**config.mk**
```make
export PLATFORM = sky130hd
export DESIGN_NAME = pwm_adc_multi_flat
export DESIGN_NICKNAME = d
export VERILOG_FILES = /design/src/rtl/pwm_adc_multi_if.sv /design/src/rtl/pwm_adc_multi.sv /design/src/flat_wrapper.sv
export SDC_FILE = /design/constraint.sdc
export NUM_CORES = 1
export LEC_CHECK = 0
export ABC_AREA = 1
export BUFFER_PORTS_ARGS = -buffer_cell sky130_fd_sc_hd__buf_2
export CORE_UTILIZATION = 60
export CTS_CLUSTER_DIAMETER = 50
export DETAILED_ROUTE_END_ITERATION = 7
export PLACE_DENSITY = 0.77
export SYNTH_ARGS = -nofsm -noshare
export SYNTH_HDL_FRONTEND = slang
export SYNTH_SLANG_ARGS = --single-unit
```
**constraint.sdc**
```tcl
create_clock -name clk_i -period 4.2 [get_ports clk_i]
set_input_delay 0.21 -clock clk_i [delete_from_list [all_inputs] [get_ports clk_i]]
set_output_delay 0.21 -clock clk_i [all_outputs]
set_load 0.005 [all_outputs]
```
**src/rtl/pwm_adc_multi_if.sv**
```systemverilog
// Converter-side signal bundle for pwm_adc_multi: enable/mode/comparator in,
// PWM drive and result outputs back. The controller side holds the master modport.
interface pwm_adc_multi_if #(
    parameter int unsigned DATA_W = 8
);
    logic              en_i;
    logic              mode_i;
    logic              cmp_i;
    logic              pwm_o;
    logic [DATA_W-1:0] data_o;
    logic              data_valid_o;
    logic              ovr_o;

    modport master (
        output en_i, mode_i, cmp_i,
        input  pwm_o, data_o, data_valid_o, ovr_o
    );

    modport slave (
        input  en_i, mode_i, cmp_i,
        output pwm_o, data_o, data_valid_o, ovr_o
    );
endinterface

```
**src/rtl/pwm_adc_multi.sv**
```systemverilog
// PWM-ramp / tracking ADC. Drives an RC-filtered PWM DAC and digitises an
// external comparator against it. Ramp mode counts the code up once per PWM
// period until the comparator trips; tracking mode steps the code +/-1 per period.
// Optional result averaging is enabled by defining PWM_ADC_AVG_EN.
module pwm_adc_multi #(
    parameter int unsigned DATA_W   = 8,
    parameter int unsigned AVG_LOG2 = 2
) (
    input logic           clk_i,
    input logic           rst_i,
    pwm_adc_multi_if.slave bus
);
    typedef enum logic [1:0] {IDLE, RUN, HOLD, TRACK} state_t;

    state_t            state, state_d;
    logic [DATA_W-1:0] cnt, cnt_d, code, code_d, data, data_d;
    logic              s1, s2, s3, mode_q;
    logic              pwm, pwm_d, valid, valid_d, ovr, ovr_d;
    logic              fall, pend, restart, raw_hit, raw_ovr;

    // A fall in the cycle right after an over-range strobe is dropped so the
    // strobe can never be high on two consecutive cycles.
    assign fall    = s3 & ~s2 & ~valid;
    assign pend    = (cnt == '1);
    assign restart = ~bus.en_i | (bus.mode_i != mode_q);

    assign bus.pwm_o        = pwm;
    assign bus.data_o       = data;
    assign bus.data_valid_o = valid;
    assign bus.ovr_o        = ovr;

    // Comparator synchroniser plus edge-detect delay; mode history for change detect.
    always_ff @(posedge clk_i) begin
        if (rst_i) begin
            s1     <= 1'b1;
            s2     <= 1'b1;
            s3     <= 1'b1;
            mode_q <= 1'b0;
        end else begin
            s1     <= bus.cmp_i;
            s2     <= s1;
            s3     <= s2;
            mode_q <= bus.mode_i;
        end
    end

    // Next-state, period counter, code and PWM drive.
    always_comb begin
        state_d = state;
        cnt_d   = cnt + 1'b1;
        code_d  = code;
        raw_hit = 1'b0;
        raw_ovr = 1'b0;
        case (state)
            IDLE: begin
                cnt_d   = '0;
                code_d  = '0;
                state_d = bus.mode_i ? TRACK : RUN;
            end
            RUN: begin
                if (fall) begin
                    raw_hit = 1'b1;
                    state_d = HOLD;
                end else if (pend) begin
                    if (code == '1) begin
                        raw_hit = 1'b1;
                        raw_ovr = 1'b1;
                        code_d  = '0;
                    end else begin
                        code_d = code + 1'b1;
                    end
                end
            end
            HOLD: begin
                if (pend) begin
                    code_d  = '0;
                    state_d = RUN;
                end
            end
            TRACK: begin
                if (pend) begin
                    raw_hit = 1'b1;
                    if (s2) code_d = (code == '1) ? code : code + 1'b1;
                    else    code_d = (code == '0) ? code : code - 1'b1;
                end
            end
            default: state_d = IDLE;
        endcase
        if (restart) begin
            state_d = IDLE;
            cnt_d   = '0;
            code_d  = '0;
            raw_hit = 1'b0;
            raw_ovr = 1'b0;
        end
        pwm_d = ((state_d == RUN) || (state_d == TRACK)) && (cnt < code);
    end

    // Converter state and registered outputs.
    always_ff @(posedge clk_i) begin
        if (rst_i) begin
            state <= IDLE;
            cnt   <= '0;
            code  <= '0;
            pwm   <= 1'b0;
            data  <= '0;
            valid <= 1'b0;
            ovr   <= 1'b0;
        end else begin
            state <= state_d;
            cnt   <= cnt_d;
            code  <= code_d;
            pwm   <= pwm_d;
            data  <= data_d;
            valid <= valid_d;
            ovr   <= ovr_d;
        end
    end

`ifdef PWM_ADC_AVG_EN
    localparam int unsigned ACC_W = DATA_W + AVG_LOG2;
    localparam int unsigned GRP_W = (AVG_LOG2 > 0) ? AVG_LOG2 : 1;

    logic [ACC_W-1:0] acc, acc_d, sum;
    logic [GRP_W-1:0] grp, grp_d;
    logic             ovr_acc, ovr_acc_d;

    // Accumulate raw results; publish the truncated mean once per group.
    always_comb begin
        data_d    = data;
        ovr_d     = ovr;
        valid_d   = 1'b0;
        acc_d     = acc;
        grp_d     = grp;
        ovr_acc_d = ovr_acc;
        sum       = acc + ACC_W'(code);
        if (raw_hit) begin
            if (grp == GRP_W'((1 << AVG_LOG2) - 1)) begin
                data_d    = sum[ACC_W-1:AVG_LOG2];
                ovr_d     = ovr_acc | raw_ovr;
                valid_d   = 1'b1;
                acc_d     = '0;
                grp_d     = '0;
                ovr_acc_d = 1'b0;
            end else begin
                acc_d     = sum;
                grp_d     = grp + 1'b1;
                ovr_acc_d = ovr_acc | raw_ovr;
            end
        end
        if (restart) begin
            acc_d     = '0;
            grp_d     = '0;
            ovr_acc_d = 1'b0;
        end
    end

    // Averaging accumulator, group counter and group over-range flag.
    always_ff @(posedge clk_i) begin
        if (rst_i) begin
            acc     <= '0;
            grp     <= '0;
            ovr_acc <= 1'b0;
        end else begin
            acc     <= acc_d;
            grp     <= grp_d;
            ovr_acc <= ovr_acc_d;
        end
    end
`else
    // AVG_LOG2 only affects the averaging build.
    logic unused_avg_cfg;
    assign unused_avg_cfg = ^AVG_LOG2;

    // Every raw result is published directly.
    always_comb begin
        data_d  = data;
        ovr_d   = ovr;
        valid_d = 1'b0;
        if (raw_hit) begin
            data_d  = code;
            ovr_d   = raw_ovr;
            valid_d = 1'b1;
        end
    end
`endif
endmodule

```
**src/flat_wrapper.sv**
```systemverilog
// flat-port wrapper written by rule: the top's interface ports become plain ports
module pwm_adc_multi_flat 
#(
    parameter int unsigned DATA_W   = 8,
    parameter int unsigned AVG_LOG2 = 2
)
  (clk_i, rst_i, bus_en_i, bus_mode_i, bus_cmp_i, bus_pwm_o, bus_data_o, bus_data_valid_o, bus_ovr_o);
  pwm_adc_multi_if #(.DATA_W(DATA_W)) bus_i ();
  input logic clk_i;
  input logic rst_i;
  input wire logic [$bits(bus_i.en_i)-1:0] bus_en_i;
  input wire logic [$bits(bus_i.mode_i)-1:0] bus_mode_i;
  input wire logic [$bits(bus_i.cmp_i)-1:0] bus_cmp_i;
  output wire logic [$bits(bus_i.pwm_o)-1:0] bus_pwm_o;
  output wire logic [$bits(bus_i.data_o)-1:0] bus_data_o;
  output wire logic [$bits(bus_i.data_valid_o)-1:0] bus_data_valid_o;
  output wire logic [$bits(bus_i.ovr_o)-1:0] bus_ovr_o;
  assign bus_i.en_i = bus_en_i;
  assign bus_i.mode_i = bus_mode_i;
  assign bus_i.cmp_i = bus_cmp_i;
  assign bus_pwm_o = bus_i.pwm_o;
  assign bus_data_o = bus_i.data_o;
  assign bus_data_valid_o = bus_i.data_valid_o;
  assign bus_ovr_o = bus_i.ovr_o;
  pwm_adc_multi #(.DATA_W(DATA_W), .AVG_LOG2(AVG_LOG2)) u_core (.clk_i(clk_i), .rst_i(rst_i), .bus(bus_i));
endmodule
```
==> summary.md <==
| Metric | Value |
|---|---|
| Worst path required time | 4.45 ns |
| Final hold vios | 0 |
| Reg2Reg Setup Slack | around 2.5 ns |
| CTS Sinks | 33 |
| CP Depth | 11 |
| Final total power | between 600 and 700 uW |
| Period utilization | between 40 and 50% |
| Netlist cell types | 32 |
| Critical path's slowest cell | dfxtp_1 |
| Largest net degree at the start of global routing | 21 |
| GPL Wtd Cong | between 0.9 and 1 |
| # DRC | 0 |
| Crit path cell chain | inv_1, ha_1, nand2_1, nor2_2, nand3_1, nand2_1, nand2_2, nand2_4, inv_1, nor2_1, nor2_1 |
| Slew HR | between 70% and 80% |
| Layout Utilization | between 60% and 70% |
| Post-synthesis sequential area ratio | between 30% and 40% |
| I/O pin cnt | 16 |
| Min cycle time layout | approximately 1.7 ns |
| Cts hold-fix bufs | 0 |
| Via-to-Cell Ratio | 5.305 |
| Synth Cell Area | 0.002016 mm2 |
| Pwr dens | 296.0 mW/mm2 |
| Worst-margin pin slew | between 0.3 and 0.4 ns |
| ANT cells | 0 |
| Area of the core | approximately 0.0031 mm2 |
| Port Buffers | 15 |
| FF-to-FF Start | u_core.code[0]$_SDFFE_PP0P_ |
| Initial DRT Pass Iterations | 5 |
| Final antenna-violating net count | 0 |
| Synth Instances | about 300 |
| Die area | 0.003595 mm2 |
| Clk Latency, worst-skew pair | around 0.35 ns |
| Fin nets | 327 |
| Final WS setup | ~2.5 ns |
| Final WL | ~4.5 mm |
| Clock-pin slew on the worst setup and hold paths | 0.11 ns |
| Yosys reg bits | 33 |
| Chip Width | 59.96 um |
| Iter 0 DRT Violations | 169 |
| GRT overflow | 0 |
| Ys async rst share | 0% |
| Yosys warning count | 0 |
| CP startpoint | u_core.code[0]$_SDFFE_PP0P_ |
| CTS Buf Count | 5 |
| Worst IR drop on VDD | 0.3108 mV |
| Unrepaired setup endpoints after global routing | false |
| Synthesized Nets | 310 |
| Leak | approximately 0.001 uW |
| Maxcap violations | 0 |
| Post-synth EDFFs | 0 |
| Fillers | 270 |
| Most frequent cells in the layout | nand2_1, nor2_1, dfxtp_1 |
| Share of cells above drive strength 1 | between 10% and 20% |
| Post-Place Cells | 349 |
| Vias in the first global route | 1664 |
| HP Class | in2reg |
| Antenna violations before repair | 0 |
| CTS H-tree depth | 2 |
| Ys flop type | dfxtp_1 |
| Most common cell after layout, fill and taps aside | nand2_1 |
| Row count | 20 |
| Worst path bufs/invs | 2 |
| CP Launch Type | flop |
| Post-CTS repair timing setup buffer count | 0 |
| Worst R2R End | u_core.code[4]$_SDFFE_PP0P_ |
| Die Y | 59.96 um |
| CTS tree | done |
| Global-route wire length before repair | approximately 7.3 mm |
| Crit path largest cell delay | 0.36 ns |
| Average wire per standard cell | around 12 um |
| DP HPWL | between 3 and 4 mm |
| Slew Viols, Final | 0 |
| Clock Tree Root | clkbuf_4 |
| Type of the worst setup path | reg2reg |
| Worst-path fanout max | 13 |
| Critical Path Sink | u_core.code[4]$_SDFFE_PP0P_ |
| CTS resizes | 0 |
| Setup TNS | 0 ns |
| Vias | approximately 1900 |
| Status | finished clean |
| Max Clk Rate | 0.5819 GHz |
| CP Capture Type | flop |
| Non-Filler Instances | 357 |
| CP top delay family | simple AND/OR/NAND/NOR gates |
| GRT Util Overall | roughly 28% |
| P&R area growth vs syn | 8.132% |
| Finish-stage setup viols | 0 |
| Setup WS pre-CTS | 2.469 ns |
| R2R cell count | 11 |
| Initial Util | ~64% |
| Syn avg cell area | 6.833 um2 |
| Clock skew | 0.01238 ns |
| Crit path arrival time | around 2.0 ns |
| Clock Tree Buf Depth | 2 |
metal layers:
| metal | global-route usage, % | wire, um | vias up |
|---|---|---|---|
| met4 | 9.302 | 51 | 0 |
| met2 | 46.98 | 2115 | 60 |
| met5 | 0 | 0 | - |
| li1 | - | - | 994 |
| met3 | 6.926 | 299 | 6 |
| met1 | 34.35 | 1986 | 834 |
synthesized netlist by cell type (all sizes together) (3+ instances only):
cell type | count | area (um2)
nand2 | 71 | 294.0
nor2 | 57 | 239.0
dfxtp | 33 | 660.6
nand3 | 32 | 185.2
inv | 29 | 108.9
a21oi | 19 | 95.09
o21ai | 11 | 55.05
ha | 10 | 125.1
nor3 | 6 | 30.03
buf | 5 | 58.80
nand4 | 5 | 31.28
xor2 | 3 | 26.28
how the worst min path moves through the flow:
stage | from | to | slack (ns) | cells after the start
2_1_floorplan | rst_i | u_core.mode_q$_SDFF_PP0_ | 0.28 | 1
4_1_cts | bus_cmp_i | u_core.s1$_SDFF_PP1_ | 0.04 | 2
3_5_place_dp | bus_cmp_i | u_core.s1$_SDFF_PP1_ | 0.41 | 2
3_3_place_gp | u_core.s1$_SDFF_PP1_ | u_core.s2$_SDFF_PP1_ | 0.39 | 1
5_1_grt | bus_cmp_i | u_core.s1$_SDFF_PP1_ | 0.04 | 2
6_report | bus_cmp_i | u_core.s1$_SDFF_PP1_ | 0.05 | 2
layout make-up:
| cell class | instances | area [um2] | share of cell area, % |
|---|---|---|---|
| Clock inverter | 2 | 37.54 | 1.722 |
| Timing Repair Buffer | 16 | 82.58 | 3.789 |
| Multi-Input combinational cell | 226 | 1180 | 54.13 |
| Sequential cell | 33 | 660.6 | 30.31 |
| Inverter | 30 | 112.6 | 5.166 |
| Tap cell | 44 | 55.05 | 2.526 |
| Clock buffer | 6 | 51.30 | 2.354 |
registers in the layout, summed over array words and instances, names as in the netlist:
register	cells
u_core.bus.data_o	8
u_core.cnt	8
u_core.code	8
u_core.state	2
u_core.bus.data_valid_o	1
u_core.bus.ovr_o	1
u_core.bus.pwm_o	1
u_core.mode_q	1
u_core.s1	1
u_core.s2	1
u_core.s3	1
metrics by stage:
| step | instance area [um2] | hold slack, ns |
|---|---|---|
| 3_5_place_dp | 2091 | 0.4106 |
| 3_3_place_gp | 2091 | 0.3924 |
| 2_1_floorplan | 2016 | 0.2824 |
| 4_1_cts | 2180 | 0.04008 |
| 5_1_grt | 2180 | 0.03827 |
| 6_report | 2180 | 0.04602 |
where the power goes:
| group | internal [uW] | switching [uW] |
|---|---|---|
| logic | 21.8 | 42.8 |
| clock network | 141 | 115 |
| registers | 318 | 6.24 |
| total | 481 | 164 |
cell families after synthesis:
logic type      synth area share [%]
simple gates                   39.97
compound gates                 10.18
buf+inv                        8.689
flops                          32.77
fa+ha+maj                      6.207
xor+xnor                       2.173
Power figures use the tool's default switching activity.
